### src/rtl/mem_access_ctrl.sv
// Memory access controller: turns held CPU load/store requests into
// memory strobes, waits for a one-cycle ack (or times out) and returns load
// data with a one-cycle writeback pulse.
module mem_access_ctrl #(
  parameter int unsigned ADDR_W  = 8,
  parameter int unsigned DATA_W  = 8,
  parameter int unsigned TIMEOUT = 16
) (
  input  logic              CLK,
  input  logic              RESET,
  input  logic              READ,
  input  logic              WRITE,
  input  logic [ADDR_W-1:0] ADDRESS,
  input  logic [DATA_W-1:0] WRITEDATA,
  output logic [DATA_W-1:0] READDATA,
  output logic              LOAD_WE,
  output logic              BUSYWAIT,
  output logic              ERR,
  output logic              MEM_READ,
  output logic              MEM_WRITE,
  output logic [ADDR_W-1:0] MEM_ADDRESS,
  output logic [DATA_W-1:0] MEM_WRITEDATA,
  input  logic [DATA_W-1:0] MEM_READDATA,
  input  logic              MEM_ACK
);

  localparam int unsigned CNT_W = 8;
  localparam logic [CNT_W-1:0] CNT_LAST = CNT_W'(TIMEOUT - 1);

  typedef enum logic [1:0] {
    IDLE   = 2'd0,
    ACCESS = 2'd1,
    DONE   = 2'd2
  } state_t;

  state_t           state;
  logic [CNT_W-1:0] cnt;
  logic             is_write;

  // Stall: pending request in IDLE, or an access in flight; never during reset.
  always_comb begin
    BUSYWAIT = 1'b0;
    if (!RESET) begin
      BUSYWAIT = (state == ACCESS) || ((state == IDLE) && (READ || WRITE));
    end
  end

  // Controller FSM with registered strobes, load data, writeback pulse and error flag.
  always_ff @(posedge CLK or posedge RESET) begin
    if (RESET) begin
      state         <= IDLE;
      cnt           <= '0;
      is_write      <= 1'b0;
      READDATA      <= '0;
      LOAD_WE       <= 1'b0;
      ERR           <= 1'b0;
      MEM_READ      <= 1'b0;
      MEM_WRITE     <= 1'b0;
      MEM_ADDRESS   <= '0;
      MEM_WRITEDATA <= '0;
    end else begin
      LOAD_WE <= 1'b0;
      case (state)
        IDLE: begin
          if (READ || WRITE) begin
            // Write wins when both are requested; the read is dropped.
            MEM_ADDRESS   <= ADDRESS;
            MEM_WRITEDATA <= WRITEDATA;
            is_write      <= WRITE;
            MEM_WRITE     <= WRITE;
            MEM_READ      <= !WRITE;
            cnt           <= '0;
            state         <= ACCESS;
          end
        end
        ACCESS: begin
          if (MEM_ACK) begin
            // Ack beats a simultaneous timeout.
            MEM_READ  <= 1'b0;
            MEM_WRITE <= 1'b0;
            if (!is_write) begin
              READDATA <= MEM_READDATA;
              LOAD_WE  <= 1'b1;
            end
            state <= DONE;
          end else if (cnt == CNT_LAST) begin
            MEM_READ  <= 1'b0;
            MEM_WRITE <= 1'b0;
            ERR       <= 1'b1;
            if (!is_write) begin
              READDATA <= '0;
              LOAD_WE  <= 1'b1;
            end
            state <= DONE;
          end else begin
            cnt <= cnt + CNT_W'(1);
          end
        end
        DONE: begin
          state <= IDLE;
        end
        default: begin
          state <= IDLE;
        end
      endcase
    end
  end

endmodule

### config.mk
export PLATFORM = sky130hd
export DESIGN_NAME = mem_access_ctrl
export DESIGN_NICKNAME = d
export VERILOG_FILES = /design/src/rtl/mem_access_ctrl.sv
export SDC_FILE = /design/constraint.sdc
export NUM_CORES = 1
export LEC_CHECK = 0
export BUFFER_PORTS_ARGS = -buffer_cell sky130_fd_sc_hd__buf_2
export CORE_ASPECT_RATIO = 1.2
export CORE_MARGIN = 4
export CORE_UTILIZATION = 30
export DETAILED_ROUTE_END_ITERATION = 10
export SETUP_SLACK_MARGIN = 0.3
export SYNTH_ARGS = -nofsm -noshare
export SYNTH_HDL_FRONTEND = slang
export SYNTH_SLANG_ARGS = --single-unit
export TNS_END_PERCENT = 100
### constraint.sdc
create_clock -name CLK -period 4.2 [get_ports CLK]
set_input_delay 0.63 -clock CLK [delete_from_list [all_inputs] [get_ports CLK]]
set_output_delay 0.63 -clock CLK [all_outputs]
set_load 0.02 [all_outputs]
## Word level (Yosys, flattened, before mapping)

Cells that the tools add are included.
Widths: inputs -> output; s select.

| storage, ports and cells | value |
|---|---|
| bits in registers | 39 |
| input bits | 29 |
| output and inout port bits | 29 |
| logic and storage cells | 55 |

| cells by class | value |
|---|---|
| add/subtract/negate cells | 1 |
| eq/ne operators | 6 |
| muxes and demuxes | 23 |
| bitwise operators | 2 |
| reductions and logical operators | 13 |

Operators by type and width:

| operator | number |
|---|---|
| $mux 8 | 7 |
| $pmux 8 s2 | 1 |
| $mux 1 | 9 |
| $reduce_and 3->1 | 3 |
| $add 8x1->8 const B | 1 |
| $eq 8x4->1 const B | 1 |
| $mux 2 | 3 |
| $ne 2x2->1 const B | 2 |
| $pmux 1 s2 | 2 |
| $pmux 2 s2 | 1 |
| $reduce_and 2->1 | 2 |
| $reduce_and 4->1 | 1 |
| $reduce_bool 2->1 | 2 |
| $ne 3x2->1 const B | 1 |
| $eq 2x1->1 const B | 1 |
| $logic_not 2->1 | 1 |
| $logic_or 1x1->1 | 2 |
| $ne 2x1->1 const B | 1 |
| $not 1->1 | 2 |
| $logic_and 1x1->1 | 1 |
| $logic_not 1->1 | 1 |

## Depth between registers and ports, before layout

Gate-level depths: netlist of run 1.

| depth | value |
|---|---|
| depth in word-level cells | 4 |
| mapped depth | 6 |
| gate-level depth less buffers | 5 |

## Worst setup path before layout of run 1

No wires, ideal clock.

| timing | value |
|---|---|
| path type | input to output |
| from | in WRITE |
| to | out BUSYWAIT |
| data arrival time | 1.344 ns |
| data required time | 3.570 ns |
| path slack | 2.226 ns |
| stages on the path | 3 |
| path buffers | 1 |
| cells stage by stage | o21ai_1 -> clkbuf_8 -> a21oi_1 |

| between the ends | value |
|---|---|
| word-level cells in the longest chain between the ends | 4 |

RTL lines:

| element | line | RTL |
|---|---|---|
| start, declared | 12 | `input logic WRITE,` |
| $logic_or 1x1->1 | 44 | `BUSYWAIT = (state == ACCESS) \|\| ((state == IDLE) && (READ \|\| WRITE));` |
| $logic_and 1x1->1 | 44 |  |
| $logic_or 1x1->1 | 44 |  |
| $mux 1 | 43 | `if (!RESET) begin` |
| end, declared | 17 | `output logic BUSYWAIT,` |

Every way passes these cells.

## Worst setup path after layout of run 1

| timing | value |
|---|---|
| from | reg state[1] |
| to | out BUSYWAIT |

| between the ends | value |
|---|---|
| word-level cells in the longest chain between the ends | 4 |
| elaborated cells between the ends (all ways) | 5 |
| those cells by class | eq/ne: 1; mux: 1; reduce/logical: 3 |

RTL lines:

| element | line | RTL |
|---|---|---|
| start, declared | 36 | `state_t state;` |
| start signal, assigned | 51 | `state <= IDLE;` |
| start signal, assigned | 73 | `state <= ACCESS;` |
| start signal, assigned | 85 | `state <= DONE;` |
| $logic_not 2->1 | 44 |  |
| $logic_and 1x1->1 | 44 |  |
| $logic_or 1x1->1 (*) | 44 |  |
| $mux 1 (*) | 43 |  |

Every way passes the cells marked *; elsewhere a longest branch is shown, timed or not.

==> metrics, run 1 <==
status complete, no violations; clk_lat worst skew 0.28 ns; NetSw 559.1 uW; Final Power 1.518 mW; Total Routing Usage GR 10.84%; post-synthesis sequential area ratio 60.09%; Synth Net Count 156; DR DRC count 0; Post-Synth Simple-Gate Area 8.706%; Reg-to-Reg End READDATA[4]$_DFFE_PP0P_; Sw Share 36.84%; Gates resized, CTS repair 0; via/cell ratio 4.848; combinational family with the most area after synthesis compound AO/OA/AOI/OAI gates; final setup margin 2.197 ns; Rows 29; FMAX 0.4993 GHz; fin nets 218; Post-DP HPWL 2429 um; CTS Buf Count 5; Slew HR 58.79%; total negative slack 0 ns; Die X 75.17 um; drt wl/cell 13.39 um; critical path launch point type flip-flop; Ant. Diodes 0; Top delay family on crit path flip-flops; initial DRC count 47; Power Internal 958.7 uW; Tmin final 2.003 ns; Worst Path Buf+Inv 1; required time of the critical path 3.57 ns; critical path cell sequence or2b_2 > a21oi_1 > buf_2; critical path peak fanout 6; Worst Reg-to-Reg Cells 5; r2r setup slk 2.37 ns; fraction of layout cells with a size suffix above 1 46.81%; Total Routed Length 3348 um; hold_buf cts 0; RSZ-0062 raised after global routing false; Seq pwr share 39.6%; Via Count 1,212; #FFs+latches synth 39; gr ovfl total 0; Root Buffer clkbuf_8; leakage power 1.049 nW; top cells by area, synth dfrtp_1 (60%), mux2_2 (11%), a22o_1 (4.9%); Clock Sinks 39; Buffers on Ports 57; number of routed nets with antenna violations 0; Post-CTS Setup Inserts 0; share of the synthesized area in the top cell type 60.09%; initial antenna violation count 0; Area Growth Syn to Fin 27.73%; Die H 88.60 um; Worst path slowest cell dfrtp_1; CTS tree yes; compound-gate portion of the synthesized area 14.87%; pin count of the biggest net entering global routing 40; mux cell area share after synthesis 12.33%; Least-Margin Pin Slew 0.6140 ns; Mapped Area 1624 um2; Worst Setup End Kind output port; Netlist cell types 34; Gate power share 41.1%; smallest hold slack 0.4645 ns; final setup vio count 0; cell taking the most area after synthesis dfrtp_1; Setup CP Type reg2out; synthesized area per cell 12.89 um2; most frequent cells in the layout buf_2 (57), dfrtp_1 (39), mux2_2 (16); pre-CTS WS 2.315 ns; first-pass GRT wire length 5437 um; Syn. warnings 0; Syn Inst Count 126; number of global-route vias before repair 1,190; R2R Path Start cnt[0]$_DFFE_PP0P_; Worst-path clk slew 0.07 ns; Clock Power Share 19.4%; Detailed Routing Iterations Pass 1 4; Ports 58; H-tree Lvls 2; Max IR drop VDD 0.2155 mV; starting density of the core 30.87%; number of max-cap violations 0; Final Max Slew Viols 0; CP arrival 1.37 ns; Die ar. 6660 um2; adder-cell area share of the yosys netlist 0.7704%; most common cell after layout, fill and taps aside buf_2; clock buffer depth 2; final setup skew 0.004075 ns; part of the cycle the worst path needs 47.68%; final hold vios 0; core region area 5261 um2; Hold Path Class in2async; Pwr Density 731.7 nW/um2; Max stage delay on crit path 0.44 ns; post-layout util 39.43%; GP Congestion 0.7499; XOR/XNOR Fraction of Synth Area 0%
==> stage by stage <==
step,std cells,cell area (um2)
6_report,250,2074
5_1_grt,250,2074
4_1_cts,250,2074
3_5_place_dp,243,1972
3_3_place_gp,243,1972
2_1_floorplan,126,1624
==> worst register-to-register path, delay by kind of cell (launching register included) <==
| kind | cells | cell delay [ns] |
|---|---|---|
| AOI/OAI and AO/OA | 2 | 0.75 |
| and+or+nand+nor | 2 | 0.37 |
| adders and majority gates | 1 | 0.24 |
| DFF | 1 | 0.41 |
==> power groups by stage <==
| stage | Sequential, mW | Clock [mW] | Combinational [mW] |
|---|---|---|---|
| after floorplan | 0.761 | 0 | 0.283 |
| after global placement | 0.606 | 0 | 0.631 |
| after detailed placement | 0.608 | 0 | 0.636 |
| after CTS | 0.603 | 0.308 | 0.636 |
| after global routing | 0.623 | 0.321 | 0.679 |
| final | 0.601 | 0.294 | 0.623 |
==> cells by family (layout without fill, tap and decap cells) <==
| kind of cell | Yosys count | count (layout) |
|---|---|---|
| multiplexers | 18 | 18 |
| flip-flops | 39 | 39 |
| AO/OA/AOI/OAI | 33 | 33 |
| AND/OR/NAND/NOR | 26 | 26 |
| buffers and inverters | 9 | 71 |
| adder cells (fa/ha/maj) | 1 | 1 |
==> cell type report <==
class	instances	area, um2
fillers	505	3187
multi-input cells	78	599.3
flip-flops and latches	39	975.9
repair buffers	59	300.3
clock buffers	6	72.57
clock inverters	1	30.03
well taps	62	77.57
inverters	5	18.77
==> synth_stat cells, drive strengths merged <==
library cell,count
mux2,16
nor3b,1
nand3,4
ha,1
mux2i,2
nor2,5
buf,2
a32oi,1
a21o,1
or3,1
a31oi,4
or4,1
a31o,1
a22o,9
o21a,1
and3,3
a22oi,1
o21ai,9
o2111ai,1
nand2,8
clkbuf,2
o211ai,1
inv,5
dfrtp,39
or2b,1
and2,2
o31ai,2
a21oi,2
==> metal layers <==
| metal | GRT usage [%] | routed length [um] | vias up |
|---|---|---|---|
| met1 | 12.57 | 1346 | 597 |
| met2 | 18.15 | 1751 | 27 |
| met3 | 2.841 | 168 | 6 |
| met4 | 5.723 | 81 | 0 |
| met5 | 0 | 0 | - |
| li1 | - | - | 582 |
==> worst max-delay path by stage <==
stage	from	cells after the start	endpoint
6_report	state[1]$_DFFE_PP0P_	3	BUSYWAIT
5_1_grt	state[1]$_DFFE_PP0P_	3	BUSYWAIT
4_1_cts	state[1]$_DFFE_PP0P_	3	BUSYWAIT
3_5_place_dp	MEM_ACK	5	cnt[6]$_DFFE_PP0P_
3_3_place_gp	MEM_ACK	5	cnt[6]$_DFFE_PP0P_
2_1_floorplan	WRITE	3	BUSYWAIT
==> sequential cells by signal, indices dropped and copies added (netlist names), 2 cells and up <==
register,flops
cnt,8
state,2
READDATA,8
MEM_ADDRESS,8
MEM_WRITEDATA,8
No activity file was read; power rests on OpenSTA's default activity.
==> run 2, diff against run 1 <==
Clock period 4.2 ns to 1.6 ns, I/O delays scaled along.
==> run 2 against run 1 <==
Compared with the run above: routed wire length increased by 23%; die area unchanged; sequential power increased to 2.7 times the previous value; clock power increased by 120%; core utilization increased by 6.8 points; sequential share of layout area decreased by 6.9 points; critical path type unchanged; largest cell class unchanged.
==> metrics, run 2 (same netlist as run 1, synthesis figures left out) <==
first-pass GRT wire length 6327 um; via/cell ratio 4.799; initial antenna violation count 0; Power Internal 2.912 mW; Gate power share 51.6%; required time of the critical path 1.36 ns; most common cell after layout, fill and taps aside buf_2; Ant. Diodes 0; Root Buffer clkbuf_8; critical path launch point type flip-flop; footprint of the multi-input gates 728.2 um2; Die X 75.17 um; most used cell, CP buf_6; fraction of layout cells with a size suffix above 1 56.40%; Final Power 4.661 mW; Pwr Density 1918 nW/um2; Slew HR 77.72%; Total Routing Usage GR 12.31%; Least-Margin Pin Slew 0.3343 ns; pin count of the biggest net entering global routing 27; CTS tree yes; smallest hold slack 0.1658 ns; Die ar. 6660 um2; drt wl/cell 15.11 um; CTS Buf Count 5; clock buffer depth 2; most frequent cells in the layout buf_2 (56), dfrtp_1 (39), mux2_4 (16); final setup skew 0.005637 ns; Sw Share 37.51%; Max stage delay on crit path 0.41 ns; Area Growth Syn to Fin 49.61%; Clock Sinks 39; Detailed Routing Iterations Pass 1 4; Setup CP Type reg2out; Seq pwr share 34.3%; Worst-path clk slew 0.08 ns; Total Routed Length 4125 um; NetSw 1.748 mW; critical path cell sequence or2b_4 > buf_6 > a21oi_4 > buf_6; Worst Path Buf+Inv 2; Worst Setup End Kind output port; number of global-route vias before repair 1,412; CP arrival 1.35 ns; fill count 453; status complete, no violations; DR DRC count 0; Via Count 1,310; GP Congestion 0.7986; Sequential Area 975.9 um2; Final Max Slew Viols 0; Max IR drop VDD 1.055 mV; clk_lat worst skew 0.29 ns; Rows 29; leakage power 1.259 nW; gr ovfl total 0; number of routed nets with antenna violations 0; Tmin final 1.593 ns; Top delay family on crit path flip-flops; final hold vios 0; Post-DP HPWL 2714 um; part of the cycle the worst path needs 99.58%; RSZ-0062 raised after global routing true; FMAX 0.6276 GHz; number of max-cap violations 0; final setup vio count 0; Die H 88.60 um; H-tree Lvls 2; initial DRC count 43; core region area 5261 um2; Buffers on Ports 57; Hold Path Class in2reg; fin nets 240; Ports 58; critical path peak fanout 3; Clock Power Share 14.2%; starting density of the core 30.87%; Worst path slowest cell dfrtp_1
[run 2: timing repair]
item / CTS / global route
endpoints found under the setup margin: 39 / 39
resized for setup: 13 / 21
pin swaps: 5 / 6
endpoints found under the hold margin: 13 / 0
setup buffers: 2 / 5
cloned: 0 / 3
hold buffers: 1 / 0
[run 2: routing by layer]
metal	routed length [um]	vias to the layer above	GRT usage (%)
li1	-	623	-
met1	1702	639	14.52
met2	2111	40	21.24
met3	261	8	3.864
met4	49	0	3.816
met5	0	-	0
[run 2: area by class of cell]
class | count | share of cell area (%)
sequential | 39 | 40.16
tap | 62 | 3.193
clock inverter | 3 | 0.8239
timing repair buffer | 81 | 22.25
inverter | 5 | 0.7724
multi-input combinational | 78 | 29.97
clock buffer | 5 | 2.832
[run 2: power by group through the flow]
stage / Clock, mW / Combinational (mW) / Sequential, mW
finish: 0.660 / 2.40 / 1.60
detailed placement: 0 / 1.85 / 1.59
CTS: 0.684 / 1.97 / 1.58
floorplan: 0 / 0.785 / 2.00
global route: 0.727 / 2.59 / 1.65
global placement: 0 / 1.82 / 1.58
[run 2: per-stage QoR]
| stage | cells | setup TNS (ns) | instance area (um2) | setup WS [ns] | util [%] |
|---|---|---|---|---|---|
| floorplan | 126 | -0.01669 | 1648 | -0.01521 | - |
| global placement | 254 | -0.4916 | 2087 | -0.05435 | 39.67 |
| detailed placement | 254 | -0.6357 | 2087 | -0.05996 | 39.67 |
| CTS | 265 | 0 | 2252 | 0.001432 | 42.81 |
| global route | 273 | -0.7058 | 2430 | -0.08010 | 46.18 |
| finish | 273 | 0 | 2430 | 0.006687 | 46.18 |
[run 2: path summary, 6_finish.rpt]
| path | start | endpoint | slack (ns) | cells past startpoint |
|---|---|---|---|---|
| setup / recovery | state[1]$_DFFE_PP0P_ | BUSYWAIT | 0.007 | 4 |
| hold / removal | MEM_READDATA[6] | READDATA[6]$_DFFE_PP0P_ | 0.17 | 2 |
| setup reg to reg | cnt[7]$_DFFE_PP0P_ | cnt[7]$_DFFE_PP0P_ | 0.02 | 4 |
| hold reg to reg | ERR$_DFFE_PP0P_ | ERR$_DFFE_PP0P_ | 0.46 | 1 |
| max in group asynchronous | RESET | cnt[2]$_DFFE_PP0P_ | 0.73 | 4 |
| min in group asynchronous | RESET | MEM_READ$_DFFE_PP0P_ | 0.55 | 4 |
